==> src/rtl/hex_nibble_source_if.sv <==
// Control inputs and registered outputs of the hex nibble source.
// The DUT binds to the slave modport; the stimulus side binds to master.
interface hex_nibble_source_if;
   logic       ena;
   logic       step_btn;
   logic       dir;
   logic       auto_en;
   logic       load;
   logic [3:0] load_val;
   logic [3:0] nibble;
   logic       tick;
   logic       wrap;

   modport master (
      output ena, step_btn, dir, auto_en, load, load_val,
      input  nibble, tick, wrap
   );

   modport slave (
      input  ena, step_btn, dir, auto_en, load, load_val,
      output nibble, tick, wrap
   );
endinterface

==> src/rtl/hex_nibble_source.sv <==
// Single-clock 4-bit up/down hex value source: debounced button steps,
// prescaled auto-steps and switch loads feed a registered nibble.
module hex_nibble_source #(
   parameter int DEBOUNCE_CYCLES = 16,
   parameter int PRESCALE_DIV    = 1000000,
   parameter int PRESCALE_W      = 20
) (
   input  logic               clk,
   input  logic               rst_n,
   hex_nibble_source_if.slave bus
);
   localparam int DB_W = (DEBOUNCE_CYCLES > 1) ? $clog2(DEBOUNCE_CYCLES) : 1;

   logic [1:0]            btn_sync;
   logic [1:0]            dir_sync;
   logic [1:0]            auto_sync;
   logic [1:0]            load_sync;
   logic [3:0]            lv_sync1;
   logic [3:0]            lv_sync2;
   logic                  btn_stable;
   logic                  btn_stable_q;
   logic [DB_W-1:0]       db_cnt;
   logic [PRESCALE_W-1:0] pre_cnt;
   logic                  auto_step_q;
   logic [3:0]            nibble_r;
   logic                  tick_r;
   logic                  wrap_r;

   logic                  step_btn_s;
   logic                  dir_s;
   logic                  auto_en_s;
   logic                  load_s;
   logic [3:0]            load_val_s;
   logic                  man_step;
   logic                  auto_step;
   logic                  pre_last;

   assign step_btn_s = btn_sync[1];
   assign dir_s      = dir_sync[1];
   assign auto_en_s  = auto_sync[1];
   assign load_s     = load_sync[1];
   assign load_val_s = lv_sync2;

   assign man_step  = btn_stable & ~btn_stable_q;
   assign pre_last  = (pre_cnt == PRESCALE_W'(PRESCALE_DIV - 1));
   assign auto_step = auto_en_s & pre_last;

   assign bus.nibble = nibble_r;
   assign bus.tick   = tick_r;
   assign bus.wrap   = wrap_r;

   always_ff @(posedge clk or negedge rst_n) begin
      if (!rst_n) begin
         btn_sync     <= '0;
         dir_sync     <= '0;
         auto_sync    <= '0;
         load_sync    <= '0;
         lv_sync1     <= '0;
         lv_sync2     <= '0;
         btn_stable   <= 1'b0;
         btn_stable_q <= 1'b0;
         db_cnt       <= '0;
         pre_cnt      <= '0;
         auto_step_q  <= 1'b0;
         nibble_r     <= '0;
         tick_r       <= 1'b0;
         wrap_r       <= 1'b0;
      end else if (bus.ena) begin
         btn_sync  <= {btn_sync[0], bus.step_btn};
         dir_sync  <= {dir_sync[0], bus.dir};
         auto_sync <= {auto_sync[0], bus.auto_en};
         load_sync <= {load_sync[0], bus.load};
         lv_sync1  <= bus.load_val;
         lv_sync2  <= lv_sync1;

         if (step_btn_s == btn_stable) begin
            db_cnt <= '0;
         end else if (db_cnt == DB_W'(DEBOUNCE_CYCLES - 1)) begin
            btn_stable <= step_btn_s;
            db_cnt     <= '0;
         end else begin
            db_cnt <= db_cnt + DB_W'(1);
         end
         btn_stable_q <= btn_stable;

         if (!auto_en_s || pre_last) begin
            pre_cnt <= '0;
         end else begin
            pre_cnt <= pre_cnt + PRESCALE_W'(1);
         end
         // Auto strobe is registered so the first step lands DIV+3 edges
         // after auto_en rises, matching the button path's edge-detect delay.
         auto_step_q <= auto_step;

         if (load_s) begin
            nibble_r <= load_val_s;
            tick_r   <= (load_val_s != nibble_r);
            wrap_r   <= 1'b0;
         end else if (man_step || auto_step_q) begin
            tick_r <= 1'b1;
            if (dir_s) begin
               nibble_r <= nibble_r + 4'd1;
               wrap_r   <= (nibble_r == 4'hF);
            end else begin
               nibble_r <= nibble_r - 4'd1;
               wrap_r   <= (nibble_r == 4'h0);
            end
         end else begin
            tick_r <= 1'b0;
            wrap_r <= 1'b0;
         end
      end
   end
endmodule

==> src/flat_wrapper.sv <==
// flat-port wrapper written by rule: the top's interface ports become plain ports
module hex_nibble_source_flat 
#(
   parameter int DEBOUNCE_CYCLES = 16,
   parameter int PRESCALE_DIV    = 1000000,
   parameter int PRESCALE_W      = 20
)
  (clk, rst_n, bus_ena, bus_step_btn, bus_dir, bus_auto_en, bus_load, bus_load_val, bus_nibble, bus_tick, bus_wrap);
  hex_nibble_source_if bus_i ();
  input  logic clk;
  input  logic rst_n;
  input wire logic [$bits(bus_i.ena)-1:0] bus_ena;
  input wire logic [$bits(bus_i.step_btn)-1:0] bus_step_btn;
  input wire logic [$bits(bus_i.dir)-1:0] bus_dir;
  input wire logic [$bits(bus_i.auto_en)-1:0] bus_auto_en;
  input wire logic [$bits(bus_i.load)-1:0] bus_load;
  input wire logic [$bits(bus_i.load_val)-1:0] bus_load_val;
  output wire logic [$bits(bus_i.nibble)-1:0] bus_nibble;
  output wire logic [$bits(bus_i.tick)-1:0] bus_tick;
  output wire logic [$bits(bus_i.wrap)-1:0] bus_wrap;
  assign bus_i.ena = bus_ena;
  assign bus_i.step_btn = bus_step_btn;
  assign bus_i.dir = bus_dir;
  assign bus_i.auto_en = bus_auto_en;
  assign bus_i.load = bus_load;
  assign bus_i.load_val = bus_load_val;
  assign bus_nibble = bus_i.nibble;
  assign bus_tick = bus_i.tick;
  assign bus_wrap = bus_i.wrap;
  hex_nibble_source #(.DEBOUNCE_CYCLES(DEBOUNCE_CYCLES), .PRESCALE_DIV(PRESCALE_DIV), .PRESCALE_W(PRESCALE_W)) u_core (.clk(clk), .rst_n(rst_n), .bus(bus_i));
endmodule
==> config.mk <==
export PLATFORM = sky130hd
export DESIGN_NAME = hex_nibble_source_flat
export DESIGN_NICKNAME = d
export VERILOG_FILES = /design/src/rtl/hex_nibble_source_if.sv /design/src/rtl/hex_nibble_source.sv /design/src/flat_wrapper.sv
export SDC_FILE = /design/constraint.sdc
export NUM_CORES = 1
export LEC_CHECK = 0
export CAP_MARGIN = 25
export CELL_PAD_IN_SITES_DETAIL_PLACEMENT = 0
export CELL_PAD_IN_SITES_GLOBAL_PLACEMENT = 1
export CORE_UTILIZATION = 42
export DETAILED_ROUTE_END_ITERATION = 8
export PLACE_DENSITY = 0.83
export SLEW_MARGIN = 20
export SYNTH_ARGS = -nofsm -noshare
export SYNTH_HDL_FRONTEND = slang
export SYNTH_SLANG_ARGS = --single-unit
==> constraint.sdc <==
create_clock -name clk -period 1.7 [get_ports clk]
set_clock_uncertainty 0.1 [all_clocks]
set_input_delay 0.34 -clock clk [delete_from_list [all_inputs] [get_ports clk]]
set_output_delay 0.34 -clock clk [all_outputs]
set_load 0.05 [all_outputs]
Yosys cells after proc, flatten, opt, wreduce, memory -nomap -nowiden
Cells that the tools add are included.

Register bits: 49. Bits in latches: 0. Memory bits (writable): 0. Memory bits (read-only): 0. Bits of input ports: 11. Output and inout port bits: 6. Memories kept: 0.

$add $sub $neg: 4. Multipliers: 0. Div/mod/pow operators: 0. Magnitude comparators: 0. Equality and inequality tests: 5. Shifts and indexed selects: 0. Muxes and demuxes: 11. Bitwise gates (word level): 4. Reductions and logical operators: 7.

Operators with widths (number): $add 20x1->20 const B (1); $eq 20x20->1 const B (1); $mux 20 (1); $mux 4 (5); $add 4x1->4 const B (2); $eq 4x4->1 const B (2); $mux 1 (5); $logic_not 4->1 (1); $ne 4x4->1 (1); $sub 4x1->4 const B (1); $reduce_and 3->1 (1); $and 1x1->1 (2); $logic_or 1x1->1 (2); $not 1->1 (2); $reduce_and 2->1 (1); $reduce_bool 2->1 (1); $eq 1x1->1 (1); $logic_not 1->1 (1).

Logic depth before layout (Yosys ltp)
Gate-level depths: netlist of the first run.

Depth in word-level cells: 5. Gate-level depth with buffers: 7. Depth with buffers taken out: 7.

Worst setup path after synthesis of the first run
No wires, ideal clock.

Path kind: register -> register. From: register u_core.nibble_r[1], in the netlist u_core.bus.nibble[1]. To: register u_core.nibble_r[3], in the netlist u_core.bus.nibble[3]. Arrival: 1871 ps. Data required time: 1473 ps. Path slack: -398 ps. Stages on the path, launching flop included: 7. Buffers on the path: 0. Clock period less this slack: 2098 ps. Path through: dfrtp_1 ha_1 a21o_1 a21oi_1 mux2i_1 mux2i_1 a21oi_1.

Cells in the longest elaborated chain, start to end: 4. Elaborated cells on any way between the ends: 5. Those cells by class: 2 x add/sub; 3 x mux.

Ends and longest elaborated chain: from (decl) (RTL line hex_nibble_source.sv:25) `logic [3:0] nibble_r;`; from (signal assigned) (RTL line hex_nibble_source.sv:96) `nibble_r <= load_val_s;`; from (signal assigned) (RTL line hex_nibble_source.sv:102) `nibble_r <= nibble_r + 4'd1;`; from (signal assigned) (RTL line hex_nibble_source.sv:105) `nibble_r <= nibble_r - 4'd1;`; $sub 4x1->4 / $add 4x1->4 (equally long branches) (RTL line hex_nibble_source.sv:105, hex_nibble_source.sv:102); $mux 4 * (RTL line hex_nibble_source.sv:101) `if (dir_s) begin`; $mux 4 * (RTL line hex_nibble_source.sv:99) `end else if (man_step || auto_step_q) begin`; $mux 4 * (RTL line hex_nibble_source.sv:95) `if (load_s) begin`.

Every way passes the cells marked *; elsewhere a longest branch is shown, timed or not. The select of a mux whose other input is x is not followed. A chain may end at the register's enable or synchronous reset.

Worst setup path after layout of the first run
From: register u_core.pre_cnt[11]. To: register u_core.pre_cnt[16].

Cells in the longest elaborated chain, start to end: 3. Elaborated cells on any way between the ends: 4. Those cells by class: 1 x add/sub; 1 x eq/ne; 1 x mux; 1 x reduce/logical.

Ends and longest elaborated chain: from (decl) (RTL line hex_nibble_source.sv:23) `logic [PRESCALE_W-1:0] pre_cnt;`; from (signal assigned) (RTL line hex_nibble_source.sv:89) `pre_cnt <= pre_cnt + PRESCALE_W'(1);`; parallel branches: the longest is 2 deep, another holds $add 20x1->20; $mux 20 * (RTL line hex_nibble_source.sv:86) `if (!auto_en_s || pre_last) begin`.

Every way passes the cells marked *.

==> run_results.csv, run 1 <==
group,metric,value,unit
synthesis,synth_area,2409,sq um
floorplan,core-area,5507,sq um
worst_setup_path,crit_path_cell_trace,"nor4_2 > nand3b_1 > o41ai_4 > and2_4 > buf_12 > nor2_1",
routing,drcViolationCount,0,
floorplan,dieArea,6041,sq um
power,clock_power_share,28.0,%
clocking,htreeDepth,2,
floorplan,initial_core_util,43.74,%
timing,timing.final.max_slew_violations,0,
final_layout,layout.nets,293,
worst_setup_path,cp.buffers_inverters,1,
final_layout,synthToLayoutAreaGrowth,31.84,%
worst_setup_path,worstSetupPathDepth,6,
worst_setup_path,r2r-start,"u_core.pre_cnt[11]",
power,internal-power,2203,uW
timing,setup_tns,-3.872,ns
place,placed_area,2939,sq um
timing,min_period_over_period,113.0,%
timing,timing.fmax,520.7,MHz
timing,finalSetupViolCount,21,
worst_setup_path,path_class,"flip-flop to flip-flop",
worst_setup_path,critPathMaxFanout,14,
timing,grt_setup_unrepaired,"true",
global_routing,grt_usage,17.73,%
worst_setup_path,crit_arrival,2.01,ns
global_routing,grt_pass1_wl,8355,um
final_layout,design_area,3176,sq um
worst_setup_path,required,1.79,ns
min_path,holdCritPathClass,"input port to asynchronous set/reset pin",
floorplan,fp.dieH,77.73,um
final_layout,fin_util,57.67,%
timing,setup_ws,-0.2207,ns
worst_setup_path,crit_end,"u_core.pre_cnt[16]",
power,p_sw_share,29.52,%
clocking,clkLatencyLatePin,0.31,ns
worst_setup_path,end_kind,"flip-flop",
synthesis,yosysSeqAreaShare,50.91,%
floorplan,dieWidth,77.73,um
timing,layout_min_cycle_time,1.921,ns
worst_setup_path,cp_slowest_cell,"o41ai_4",
power,p_per_area,984.5,nW/um^2
floorplan,row_count,27,
power,p_leak,0.001385,uW
flow_run,drv_cap,0,
routing,via_count,1839,
global_routing,grt_max_degree,39,
routing,avgRoutedWirePerCell,13.58,um
run_status,violations,"setup timing",
timing,hold_viol,0,
worst_setup_path,start_kind,"flip-flop",
clocking,cts.sinks,49,
clocking,cts_buffers,5,
global_routing,antenna_found_initial,0,
synthesis,synth-seq-cells,49,
worst_setup_path,crit_family,"simple AND/OR/NAND/NOR gates",
global_routing,gr-total-overflow,0,
worst_setup_path,crit_start,"u_core.pre_cnt[11]",
timing,worst_pin_slew,0.3330,ns
worst_setup_path,slowest_delay,0.43,ns
routing,first_iter_violations,93,
power,p_switching,923.1,uW
synthesis,synthArstFlopShare,100.0,%
place,numPortBuffers,16,
synthesis,synthCells,223,
routing,routed_wl,4753,um
floorplan,io_pins,17,
place,gp_congestion,0.8141,
synthesis,synthFlopType,"dfrtp_1",
worst_setup_path,reg2regPathDepth,6,
synthesis,yosysWarnings,0,
global_routing,grt_pass1_vias,1776,
power,pwr-share-seq,44.1,%
final_layout,drive_gt1_share,32.01,%
routing,final_antenna_net_count,0,
final_layout,antenna_cells,0,
worst_setup_path,regToRegEndpoint,"u_core.pre_cnt[16]",
synthesis,syn_area_per_cell,10.80,sq um
run_status,status,"finished, violations left",
power,power_frac_comb,27.9,%
routing,drtPass1Iterations,4,
clocking,clock_path_buffers,2,
synthesis,synth-edff-count,0,
routing,vias_per_cell,5.254,
power,vdd_drop_max,0.0005701,V
clocking,cts_tree,"built",
synthesis,synth.distinct_cells,40,
place,place_ws,-0.2553,ns
clocking,clk_pin_slew,0.09,ns
synthesis,synth_nets,239,
worst_setup_path,ff2ff_setup_slack,-0.22,ns
place,dp_hpwl,3235,um
clocking,cts_root_buffer,"clkbuf_8",
timing,slew_headroom,77.59,%
power,p_total,3126,uW
-- how the worst min path moves through the flow --
stage | startpoint | end | slack [ns] | depth (start not counted)
2_1_floorplan | rst_n | u_core.auto_step_q | -0.06 | 0
3_3_place_gp | rst_n | u_core.db_cnt[0] | 0.15 | 1
3_5_place_dp | rst_n | u_core.db_cnt[1] | 0.15 | 1
4_1_cts | rst_n | u_core.btn_sync[1] | 0.35 | 2
5_1_grt | rst_n | u_core.dir_sync[1] | 0.39 | 2
6_report | rst_n | u_core.btn_sync[1] | 0.35 | 2
-- power groups by stage --
stage	registers [uW]	logic [uW]	clock network, uW
global placement	1390	793	0
CTS	1380	838	890
floorplan	1510	324	0
global route	1390	940	936
finish	1380	873	875
detailed placement	1400	810	0
-- cells in the final DEF (no fill, tap or decap), types with 2 or more instances in the layout --
cell type	Yosys	layout
clkbuf_8	1	6
o21ai_0	10	8
dfrtp_1	49	47
a21oi_1	6	4
nand4_1	8	8
o21ai_2	0	2
mux2_2	16	16
nor2_1	25	25
and3_1	2	2
ha_1	4	2
o22ai_1	6	5
nand2_1	18	18
buf_12	1	7
nor2b_1	3	3
ha_4	0	2
mux2i_1	5	5
xor2_1	11	11
nand3_1	11	11
nor4_1	4	3
xnor2_1	12	12
clkdlybuf4s50_1	0	9
buf_4	0	36
inv_1	3	2
a21oi_2	0	2
-- layer usage --
| metal | track usage, % | wire length, um |
|---|---|---|
| met1 | 23.80 | 2295 |
| met3 | 3.529 | 130 |
| met4 | 6.792 | 103 |
| met2 | 28.23 | 2222 |
| met5 | 0 | 0 |
-- layout make-up --
type / instances / area (sq um)
Clock buffer: 6 / 82.58
Inverter: 4 / 15.01
Timing Repair Buffer: 55 / 526.8
Sequential cell: 49 / 1231
Tap cell: 72 / 90.09
Clock inverter: 2 / 37.54
Multi-Input combinational cell: 162 / 1192
Fill cell: 467 / 2331
-- state kept, by name, indices dropped and copies added (netlist names), 2 cells and up --
name / flops
u_core.pre_cnt: 20
u_core.lv_sync1: 4
u_core.bus.nibble: 4
u_core.dir_sync: 2
u_core.load_sync: 2
u_core.db_cnt: 4
u_core.auto_sync: 2
u_core.load_val_s: 4
u_core.btn_sync: 2
-- cells in the mapped netlist (2+ instances only) --
library cell | n | share of area (%)
a21oi_1 | 6 | 1.2
and3_1 | 2 | 0.52
clkbuf_1 | 5 | 0.78
dfrtp_1 | 49 | 51
ha_1 | 4 | 2.1
inv_1 | 3 | 0.47
mux2_2 | 16 | 7.5
mux2i_1 | 5 | 2.1
nand2_1 | 18 | 2.8
nand3_1 | 11 | 2.3
nand4_1 | 8 | 2.1
nor2_1 | 25 | 3.9
nor2b_1 | 3 | 0.78
nor3_1 | 2 | 0.42
nor4_1 | 4 | 1.0
o21ai_0 | 10 | 2.1
o22ai_1 | 6 | 1.6
o2bb2ai_1 | 2 | 0.73
or2_2 | 2 | 0.52
xnor2_1 | 12 | 4.4
xor2_1 | 11 | 4.0
-- cell families (layout without fill, tap and decap cells) --
kind of cell | Yosys count | after routing | share of synthesized area, %
buf+inv | 12 | 67 | 3.272
fa+ha+maj | 5 | 5 | 2.909
flops | 49 | 49 | 50.91
mux | 21 | 21 | 9.558
compound gates | 31 | 31 | 8.469
simple gates | 82 | 82 | 16.52
xor+xnor | 23 | 23 | 8.364
-- what timing repair did --
item | CTS | global route
pin swaps | 7 | 9
endpoints found under the hold margin | 11 | 0
resized for setup | 6 | 11
endpoints found under the setup margin | 20 | 25
hold buffers | 1 | 0
cloned | 0 | 0
buffers inserted | 4 | 1
-- per-stage QoR --
stage | cells | hold WS [ns]
floorplan | 223 | -0.05559
global placement | 337 | 0.1512
detailed placement | 337 | 0.1502
CTS | 350 | 0.3549
global route | 350 | 0.3855
finish | 350 | 0.3549
No activity file was read; power rests on OpenSTA's default activity.
==> inputs of run 2 (changes only) <==
Settings changed: ABC_CLOCK_PERIOD_IN_PS set to 1700, GPL_TIMING_DRIVEN set to 0.
==> run_results.csv, run 2 (synthesis results as in run 1) <==
group,metric,value,unit
global_routing,grt_max_degree,50,
power,p_total,2822,uW
place,gp_congestion,0.7458,
clocking,cts_root_buffer,"clkbuf_8",
timing,setup_tns,-5.246,ns
global_routing,grt_use_met2,28.94,%
final_layout,design_area,2978,sq um
routing,drcViolationCount,0,
final_layout,drive_gt1_share,28.41,%
place,placed_area,2678,sq um
final_layout,fillerInstances,498,
timing,min_period_over_period,118.6,%
timing,slew_headroom,57.79,%
power,clock_power_share,26.1,%
run_status,violations,"setup timing",
flow_run,drv_cap,0,
timing,hold_ws,0.3966,ns
timing,grt_setup_unrepaired,"true",
place,place_ws,-0.8128,ns
floorplan,row_count,27,
clocking,cts.sinks,49,
clocking,cts_tree,"built",
floorplan,io_pins,17,
power,internal-power,1901,uW
routing,via_count,1739,
power,power_frac_comb,24.3,%
worst_setup_path,critPathMaxFanout,10,
power,pwr-share-seq,49.6,%
routing,final_antenna_net_count,0,
global_routing,gr-total-overflow,0,
power,p_per_area,947.6,nW/um^2
final_layout,layout.nets,279,
run_status,status,"finished, violations left",
final_layout,top_register,"u_core.pre_cnt",
timing,worst_pin_slew,0.6332,ns
worst_setup_path,start_kind,"flip-flop",
routing,drtPass1Iterations,4,
clocking,cts_buffers,5,
global_routing,antenna_found_initial,0,
power,p_switching,921.2,uW
final_layout,final_cell_mix,"dfrtp_1, nor2_1, nand2_1",
clocking,htreeDepth,2,
global_routing,busiest_layer,"met2",
worst_setup_path,path_class,"flip-flop to flip-flop",
clocking,clkLatencyLatePin,0.31,ns
final_layout,largest_register_ffs,20,
floorplan,dieWidth,77.73,um
final_layout,antenna_cells,0,
global_routing,grt_usage,18.49,%
min_path,holdCritPathClass,"flip-flop to flip-flop",
floorplan,core-area,5507,sq um
worst_setup_path,crit_arrival,2.12,ns
timing,layout_min_cycle_time,2.017,ns
worst_setup_path,end_kind,"flip-flop",
clocking,clock_path_buffers,2,
routing,avgRoutedWirePerCell,14.65,um
floorplan,fp.dieH,77.73,um
global_routing,grt_pass1_vias,1759,
worst_setup_path,required,1.80,ns
power,p_sw_share,32.65,%
place,dp_hpwl,3115,um
routing,routed_wl,4921,um
global_routing,grt_pass1_wl,8763,um
place,numPortBuffers,16,
floorplan,initial_core_util,43.74,%
timing,setup_ws,-0.3167,ns
final_layout,synthToLayoutAreaGrowth,23.64,%
final_layout,final_common_cell,"dfrtp_1",
clocking,clk_pin_slew,0.10,ns
power,p_leak,0.001265,uW
floorplan,dieArea,6041,sq um
timing,timing.fmax,495.9,MHz
timing,finalSetupViolCount,22,
routing,vias_per_cell,5.176,
power,vdd_drop_max,0.0004121,V
routing,first_iter_violations,80,
global_routing,met3_usage,3.882,%
timing,hold_viol,0,
timing,timing.final.max_slew_violations,0,
global_routing,met1_usage,26.35,%
-- run 2: changes by cell type in the layout (fill, tap and decap cells not counted), sizes merged --
cell	previous run	this run
buf	45	22
bufinv	1	0
clkbuf	6	10
clkdlybuf4s15	0	2
clkdlybuf4s50	9	8
dlygate4sd2	0	3
inv	3	5
-- run 2: cell type report --
type / count / area, sq um / area share (%)
Sequential cell: 49 / 1236 / 41.51
Clock inverter: 3 / 25.02 / 0.8403
Inverter: 4 / 15.01 / 0.5042
Buffer: 7 / 61.31 / 2.059
Tap cell: 72 / 90.09 / 3.025
Clock buffer: 5 / 68.82 / 2.311
Timing Repair Buffer: 34 / 287.8 / 9.664
Multi-Input combinational cell: 162 / 1194 / 40.08
-- run 2: layer usage --
metal | share of wire [%] | wire length (um) | vias up
li1 | - | - | 867
met1 | 51 | 2494 | 843
met2 | 46 | 2265 | 24
met3 | 2.2 | 107 | 5
met4 | 1.1 | 52 | 0
met5 | 0 | 0 | -
-- run 2: stage by stage --
stage | std cells | utilization [%]
after floorplan | 223 | -
after global placement | 311 | 48.67
after detailed placement | 311 | 48.63
after CTS | 331 | 52.85
after global routing | 336 | 54.08
final | 336 | 54.08
-- run 2: what timing repair did --
action | CTS | global route
setup buffers | 11 | 6
resized for setup | 27 | 17
hold buffers | 1 | 0
endpoints found under the setup margin | 45 | 37
endpoints found under the hold margin | 49 | 0
pin swaps | 9 | 7
-- run 2: worst max-delay path, stage by stage, from the launching register on --
cell and delay [ns]:
dfrtp_2 0.45, nor4_4 0.30, nand3b_1 0.17, o41ai_2 0.39, and2_1 0.19, buf_6 0.14
buf_12 0.13, nor2_1 0.05
-- run 2: worst paths after layout --
| kind | startpoint | to | slack [ns] | cells after the start |
|---|---|---|---|---|
| setup / recovery | u_core.pre_cnt[13] | u_core.pre_cnt[13] | -0.32 | 7 |
| hold / removal | u_core.load_sync[0] | u_core.load_sync[1] | 0.40 | 2 |
| setup reg to reg | u_core.pre_cnt[13] | u_core.pre_cnt[13] | -0.32 | 7 |
| hold reg to reg | u_core.load_sync[0] | u_core.load_sync[1] | 0.40 | 2 |
| max in group asynchronous | rst_n | u_core.bus.nibble[1] | 0.54 | 2 |
| min in group asynchronous | rst_n | u_core.pre_cnt[9] | 0.48 | 2 |
-- run 2: power by group through the flow --
stage	clock network (uW)	logic, uW	registers, uW
floorplan	0	324	1510
global placement	0	591	1430
detailed placement	0	602	1430
CTS	757	681	1400
global route	807	757	1420
finish	737	686	1400
